$ cat src/rtl/fft_result_unload.sv
// Streams a finished FFT out of the working memory in natural order, hiding the
// memory read latency behind a small credit-controlled FIFO.
module fft_result_unload #(
    parameter int N_LOG2   = 5,
    parameter int WIDTH    = 16,
    parameter int READ_LAT = 3,
    parameter int BITREV   = 0
) (
    input  logic              clk,
    input  logic              clear,
    input  logic              start,
    input  logic              result_bank,
    output logic [N_LOG2-1:0] read_G_addr,
    output logic              bank_read_sel,
    output logic              rw_addr_en,
    input  logic [WIDTH-1:0]  G_real,
    input  logic [WIDTH-1:0]  G_imag,
    output logic              out_valid,
    input  logic              out_ready,
    output logic [WIDTH-1:0]  out_real,
    output logic [WIDTH-1:0]  out_imag,
    output logic [N_LOG2-1:0] out_index,
    output logic              out_last,
    output logic              busy,
    output logic              done
);
    localparam int D  = READ_LAT + 1;
    localparam int PW = (D > 1) ? $clog2(D) : 1;
    localparam int CW = $clog2(D + 1);
    localparam logic [N_LOG2-1:0] K_LAST = '1;
    localparam logic [PW-1:0]     P_LAST = PW'(D - 1);

    localparam logic [1:0] S_IDLE  = 2'd0;
    localparam logic [1:0] S_ISSUE = 2'd1;
    localparam logic [1:0] S_DRAIN = 2'd2;

    logic [1:0]          state;
    logic [N_LOG2-1:0]   k;
    logic [N_LOG2-1:0]   k_rev;
    logic [READ_LAT-1:0] vld_pipe;
    logic [N_LOG2-1:0]   idx_pipe [READ_LAT];
    logic [WIDTH-1:0]    fifo_re  [D];
    logic [WIDTH-1:0]    fifo_im  [D];
    logic [N_LOG2-1:0]   fifo_idx [D];
    logic [PW-1:0]       wr_ptr, rd_ptr;
    logic [CW-1:0]       fifo_count;
    logic [CW-1:0]       inflight;
    logic [CW:0]         occupancy;
    logic                issue, push, pop;

    always_comb begin
        k_rev = '0;
        for (int i = 0; i < N_LOG2; i++) k_rev[i] = k[N_LOG2-1-i];
    end

    assign read_G_addr = (BITREV != 0) ? k_rev : k;
    assign rw_addr_en  = 1'b0;
    assign busy        = (state != S_IDLE);

    always_comb begin
        inflight = '0;
        for (int i = 0; i < READ_LAT; i++) inflight = inflight + CW'(vld_pipe[i]);
    end

    // A read is only issued if its data is guaranteed a FIFO slot on arrival.
    assign occupancy = (CW+1)'(inflight) + (CW+1)'(fifo_count) - (CW+1)'(pop);
    assign issue     = (state == S_ISSUE) && (occupancy < (CW+1)'(D));
    assign push      = vld_pipe[READ_LAT-1];
    assign pop       = out_valid && out_ready;

    assign out_valid = (fifo_count != '0);
    assign out_real  = out_valid ? fifo_re[rd_ptr]  : '0;
    assign out_imag  = out_valid ? fifo_im[rd_ptr]  : '0;
    assign out_index = out_valid ? fifo_idx[rd_ptr] : '0;
    assign out_last  = out_valid && (fifo_idx[rd_ptr] == K_LAST);

    always_ff @(posedge clk) begin
        if (clear) begin
            state         <= S_IDLE;
            k             <= '0;
            bank_read_sel <= 1'b0;
            vld_pipe      <= '0;
            wr_ptr        <= '0;
            rd_ptr        <= '0;
            fifo_count    <= '0;
            done          <= 1'b0;
        end else begin
            done       <= 1'b0;
            vld_pipe   <= (vld_pipe << 1) | READ_LAT'(issue);
            fifo_count <= fifo_count + CW'(push) - CW'(pop);
            if (push) wr_ptr <= (wr_ptr == P_LAST) ? '0 : wr_ptr + 1'b1;
            if (pop)  rd_ptr <= (rd_ptr == P_LAST) ? '0 : rd_ptr + 1'b1;
            case (state)
                S_IDLE: if (start) begin
                    state         <= S_ISSUE;
                    k             <= '0;
                    bank_read_sel <= result_bank;
                end
                S_ISSUE: if (issue) begin
                    if (k == K_LAST) state <= S_DRAIN;
                    else             k     <= k + 1'b1;
                end
                S_DRAIN: if (pop && out_last) begin
                    state <= S_IDLE;
                    done  <= 1'b1;
                end
                default: state <= S_IDLE;
            endcase
        end
    end

    // Datapath storage needs no reset: validity lives in vld_pipe and fifo_count.
    always_ff @(posedge clk) begin
        idx_pipe[0] <= k;
        for (int i = 1; i < READ_LAT; i++) idx_pipe[i] <= idx_pipe[i-1];
        if (push) begin
            fifo_re[wr_ptr]  <= G_real;
            fifo_im[wr_ptr]  <= G_imag;
            fifo_idx[wr_ptr] <= idx_pipe[READ_LAT-1];
        end
    end
endmodule

$ cat config.mk
export PLATFORM = sky130hd
export DESIGN_NAME = fft_result_unload
export DESIGN_NICKNAME = d
export VERILOG_FILES = /design/src/rtl/fft_result_unload.sv
export SDC_FILE = /design/constraint.sdc
export NUM_CORES = 1
export LEC_CHECK = 0
export BUFFER_PORTS_ARGS = -buffer_cell sky130_fd_sc_hd__buf_2
export CAP_MARGIN = 20
export CORE_MARGIN = 2
export CORE_UTILIZATION = 30
export CTS_CLUSTER_DIAMETER = 120
export DETAILED_ROUTE_END_ITERATION = 16
export PLACE_DENSITY = 0.57
export SKIP_LAST_GASP = 1
export SLEW_MARGIN = 20
export SYNTH_ARGS = -nofsm -noshare
export SYNTH_HDL_FRONTEND = slang
export SYNTH_SLANG_ARGS = --single-unit
export TNS_END_PERCENT = 5
$ cat constraint.sdc
create_clock -name clk -period 3.8 [get_ports clk]
set_input_delay 0.19 -clock clk [delete_from_list [all_inputs] [get_ports clk]]
set_output_delay 0.19 -clock clk [all_outputs]
set_load 0.05 [all_outputs]
### Word level (Yosys, flattened, before mapping)

Memories as Yosys holds them, arrays and structs flattened. A register that Yosys moved wholly into a read port is not among the register bits.
Cells that the tools add are included.
Widths: inputs -> output; s select.

* magnitude comparators: 1
* muxes and demuxes: 23
* bitwise gates (word level): 2
* add/sub/neg operators: 9
* equal/unequal tests: 11
* reduce and logical (&&, ||, !) cells: 12

Operator list (count)
* $mux 16: 2
* $mux 2: 12
* $mux 5: 4
* $eq 5x5->1 const B: 2
* $pmux 5 s2: 1
* $ne 2x2->1 const B: 4
* $reduce_and 4->1: 2
* $eq 2x2->1 const B: 3
* $pmux 2 s3: 1
* $add 5x1->5 const B: 1
* $add 2x1->2 const B: 2
* $add 3x3->4: 1
* $logic_and 1x1->1: 4
* $lt 4x3->1 const B: 1
* $reduce_bool 2->1: 2
* $sub 4x1->4: 1
* $add 2x1->3: 1
* $add 3x1->3: 1
* $mux 1: 3
* $or 3x1->3: 1
* $reduce_bool 3->1: 1
* $sub 3x1->3: 1
* $add 1x1->2: 1
* $eq 2x1->1 const B: 1
* 5 further kinds: 5

* memories: 4
* bits in registers: 19
* RAM bits: 163
* output and inout port bits: 48
* word-level logic and storage cells: 70
* input bits: 37

Memories
* fifo_im: words 4, width 16, read ports 1, clocked after Yosys merged registers in 1, write ports 1, RTL line 43 `logic [WIDTH-1:0] fifo_im [D];`
* fifo_re: words 4, width 16, read ports 1, clocked after Yosys merged registers in 1, write ports 1, RTL line 42 `logic [WIDTH-1:0] fifo_re [D];`
* fifo_idx: words 4, width 5, read ports 1, clocked after Yosys merged registers in 1, write ports 1, RTL line 44 `logic [N_LOG2-1:0] fifo_idx [D];`
* idx_pipe: words 3, width 5, read ports 3, clocked after Yosys merged registers in 0, write ports 3, RTL line 41 `logic [N_LOG2-1:0] idx_pipe [READ_LAT];`

### Depth between registers and ports, before layout

* word-level depth: 8
* depth in mapped cells: 10
* gate-level depth less buffers: 10

### Least setup slack after synthesis

Ideal clock, no wire load.

* path kind: reg-to-reg
* start point: register fifo_count[0]
* end point: register k[3], in the netlist read_G_addr[3]
* path slack: 0.889 ns
* clock period less this slack: 2.911 ns
* stages on the path, launching flop included: 11
* data arrival time: 2.790 ns
* buffers on the path: 0
* cells stage by stage: dfxtp_1 or3_1 nand2_1 or2_2 nand2_1 fa_1 ha_1 a31oi_1 xor2_1 and3_1 mux2_2

* cells in the longest elaborated chain, start to end: 7
* elaborated cells between the ends (all ways): 8
* classes of those cells: 2 x add/sub; 1 x order compare; 1 x eq/ne; 4 x reduce/logical

RTL lines
* start, declared: RTL line 46 `logic [CW-1:0] fifo_count;`
* start signal, assigned: RTL line 90 `fifo_count <= fifo_count + CW'(push) - CW'(pop);`
* branches (longest 2 deep; another with $add 3x3->4)
* $sub 4x1->4 (*): RTL line 66 `assign occupancy = (CW+1)'(inflight) + (CW+1)'(fifo_count) - (CW+1)'(pop);`
* $lt 4x3->1 (*): RTL line 67 `assign issue = (state == S_ISSUE) && (occupancy < (CW+1)'(D));`
* $logic_and 1x1->1 (*): RTL line 67
* $ne 2x2->1 (no source line) (*)
* $reduce_and 4->1 (no source line) (*)
* end signal, assigned: RTL line 101 `else k <= k + 1'b1;`
* end, declared: RTL line 38 `logic [N_LOG2-1:0] k;`

Mark *: on every way between the ends.
A chain may end at the register's enable or synchronous reset.

### Worst setup path after layout

Ends and elaborated chain as after synthesis.

==> impl_results.md <==
- Async SR Flop Fraction: 0%
- Die Wd: 156.6 um
- Routed wire per std cell: between 15 and 20 um
- Final setup vio count: 0
- Met3 usage: 3.019%
- Post-Syn Nets: between 400 and 500
- Initial antenna violation count: 1
- Leakage: 3.035 nW
- RSZ-0062 raised after global routing: no
- Starting Density: a little under a third
- CTS tree: yes
- Syn_area_per_cell: 18.68 um2
- Max IR drop VDD: 0.4872 mV
- Sequential share of power: 39.4%
- Register area share after synthesis: 73.91%
- Startpoint types: flop
- Die Ht: 156.6 um
- Vias in the first global route: 3922
- Maxcap violations: 0
- Worst EP arrival: ~3.5 ns
- Top delay family on crit path: simple AND/OR/NAND/NOR gates
- Clock skew: between 0.003 and 0.004 ns
- Endpoint class of the critical path: flop
- Yosys warnings: 0
- Int Power: 3.838 mW
- Crit-path cells: or3_1 > nand2_1 > or2_2 > nand2_1 > fa_1 > ha_1 > a31oi_1 > xor2_1 > and3_1 > mux2_2
- Post-layout min period: 3.197 ns
- Worst setup path class: reg2reg
- Drc violations: 0
- Vias: approximately 3600
- Critical Path Fanout Max: 9
- Worst Path Required: just over 4 ns
- Placed Instances: 757
- Skew-Pair Late Insertion Delay: 0.42 ns
- Distinct cells, synth: 36
- Post-cts gate resize count: 0
- Period utilization: 84.13%
- Pin count of the biggest net entering global routing: 40
- Total Power: 6.106 mW
- P per Cell Area: 702.8 mW/mm2
- Initial DRC Count: 213
- Crit path top cell by count: nand2_1
- Overall routing resource usage: a little under an eighth
- Dpl hpwl: 7.671 mm
- Crit path buffers/inverters: 0
- Port bufs: 83
- Clock share of power: around 28%
- Num rows: 55
- Layout cells sized above 1: around a third
- Die area: ~0.025 mm2
- CTS Sinks: 184
- GR peak layer: met2
- Slowest-stage cell, CP: or3_1
- Final setup TNS: 0 ns
- Reg area: 0.005170 mm2
- M2 GR Usage: 19.66%
- Slowest stage delay, CP: 0.41 ns
- Max frequency: 0.3128 GHz
- Core area: between 0.02 and 0.025 mm2
- Post-layout util: about two fifths
- TritonRoute pass-1 iters: 4
- Grt total ovfl: 0
- Hold WC Path Type: in2reg
- H-tree Lvls: 4
- Flops & latches, synth: 184
- Ys flop type: edfxtp_1
- Non-filler cells, final: 823
- Fill cells: 2102
- Number of top-level pins: 85
- Routability cong.: 0.7473
- Worst slew pin tran: 0.8155 ns
- Slew Viols, Final: 0
- Global-route wire length before repair: between 20 and 25 mm
- Comb pwr share: 32.1%
- Post-synthesis cell area: 0.006988 mm2
- Max Root-Sink Buffers: 2
- Met1 usage: 13.81%
- Status: finished, final reports clean
- Switching share of power: a little under two fifths
- TritonCTS Buffers: 17
- Final Hold Fails: 0
- Multi-input logic area: 0.001730 mm2
- Clock Pin Slew Worst Setup and Hold Paths: 0.07 ns
- Clock Root Buffer: clkbuf_16
- WL final: 13.15 mm
- Slew HR: between 40 and 50%
- Antenna Nets Post-Route: 0
- Cells after synthesis: 374
- Vias per cell: 4.433
- Nets: 547
- Post-synth EDFFs: around 150
- P&R area growth vs syn: 24.33%
- Switching power: 2.268 mW
## power by group through the flow
stage / combinational [mW] / clock (mW) / sequential (mW)
floorplan: 1.58 / 0 / 2.36
global placement: 1.94 / 0 / 2.46
detailed placement: 1.96 / 0 / 2.46
CTS: 1.99 / 1.80 / 2.42
global route: 2.09 / 1.88 / 2.44
finish: 1.96 / 1.74 / 2.41
## worst reg2reg max path: cells and delay by family, from the launching register on
family          cells  cell delay (ns)
mux                 1             0.32
fa+ha+maj           2             0.67
flops               1             0.36
simple gates        5             1.10
xor+xnor            1             0.37
compound gates      1             0.27
## metrics by stage
stage | worst slack [ns] | hold slack (ns) | area [um2]
3_3_place_gp | 0.7285 | 0.3104 | 7755
3_5_place_dp | 0.6688 | 0.3121 | 7760
5_1_grt | 0.4296 | 0.08554 | 8688
4_1_cts | 0.6462 | 0.06527 | 8686
6_report | 0.6029 | 0.08780 | 8688
2_1_floorplan | 0.8894 | 0.2889 | 6988
## cells in the final DEF (no fill, tap or decap), types with 3 or more instances in the layout
cell type / synthesis / layout
edfxtp_1: 148 / 148
buf_2: 4 / 83
mux4_2: 37 / 37
and2_1: 40 / 36
dfxtp_1: 36 / 34
dlygate4sd3_1: 0 / 33
clkbuf_16: 0 / 17
ha_1: 12 / 12
nor2_1: 10 / 10
inv_1: 10 / 10
nand2_1: 9 / 9
a21oi_1: 9 / 9
nor3b_1: 5 / 5
nand3_1: 5 / 5
inv_6: 0 / 5
or3_1: 4 / 4
and2_4: 0 / 4
inv_8: 0 / 4
mux2i_1: 3 / 3
and3_1: 3 / 3
nor2b_1: 3 / 3
o21ai_0: 3 / 3
o211ai_1: 3 / 3
## cells in the mapped netlist, types with 4 or more instances
library cell    n  area [um2]
nand2_1         9       33.78
edfxtp_1      148        4444
inv_1          10       37.54
a21oi_1         9       45.04
and2_1         40       250.2
or3_1           4       25.02
dfxtp_1        36       720.7
clkbuf_1        9       33.78
buf_2           4       20.02
nand3_1         5       25.02
ha_1           12       150.1
mux4_2         37       833.3
nor2_1         10       37.54
nor3b_1         5       37.54
## final timing paths
path / start / slack [ns] / endpoint / cells past startpoint
setup / recovery: fifo_count[0] / 0.60 / read_G_addr[3] / 10
hold / removal: out_ready / 0.09 / rd_ptr[1] / 3
setup reg to reg: fifo_count[0] / 0.60 / read_G_addr[3] / 10
hold reg to reg: idx_pipe[0][5] / 0.33 / idx_pipe[0][10] / 0
## cell families after synthesis
family	count (synthesis)	synth area share [%]
simple gates	86	7.180
mux	41	12.52
other cells	1	0.05366
flops	184	73.91
fa+ha+maj	14	2.722
buf+inv	25	1.468
compound gates	20	1.772
xor+xnor	3	0.3761
## final cells by class
| type | instances | area share, % |
|---|---|---|
| clock inverter | 14 | 1.800 |
| timing repair buffer | 118 | 8.756 |
| inverter | 10 | 0.4320 |
| antenna | 1 | 0.02880 |
| tap | 313 | 4.507 |
| clock buffer | 18 | 5.055 |
| sequential | 184 | 59.50 |
| multi-input combinational | 165 | 19.92 |
## sequential cells by signal, indices dropped and copies added (netlist names), named ones only
| name | cells |
|---|---|
| wr_ptr | 2 |
| rd_ptr | 2 |
| fifo_re | 64 |
| bank_read_sel | 1 |
| read_G_addr | 5 |
| vld_pipe | 3 |
| fifo_idx | 20 |
| fifo_im | 64 |
| state | 2 |
| done | 1 |
| idx_pipe | 15 |
| fifo_count | 3 |
## per-layer routing
metal	vias up	wire [um]
met5	-	0
met4	0	167
met3	16	469
met2	74	6756
met1	1861	5760
li1	1697	-
## timing repair
action                                  4_1_cts  5_1_grt
endpoints found under the setup margin        0        0
endpoints found under the hold margin       129        0
hold buffers                                 33        0
setup buffers                                 0        0
(Power assumes the default switching activity.)
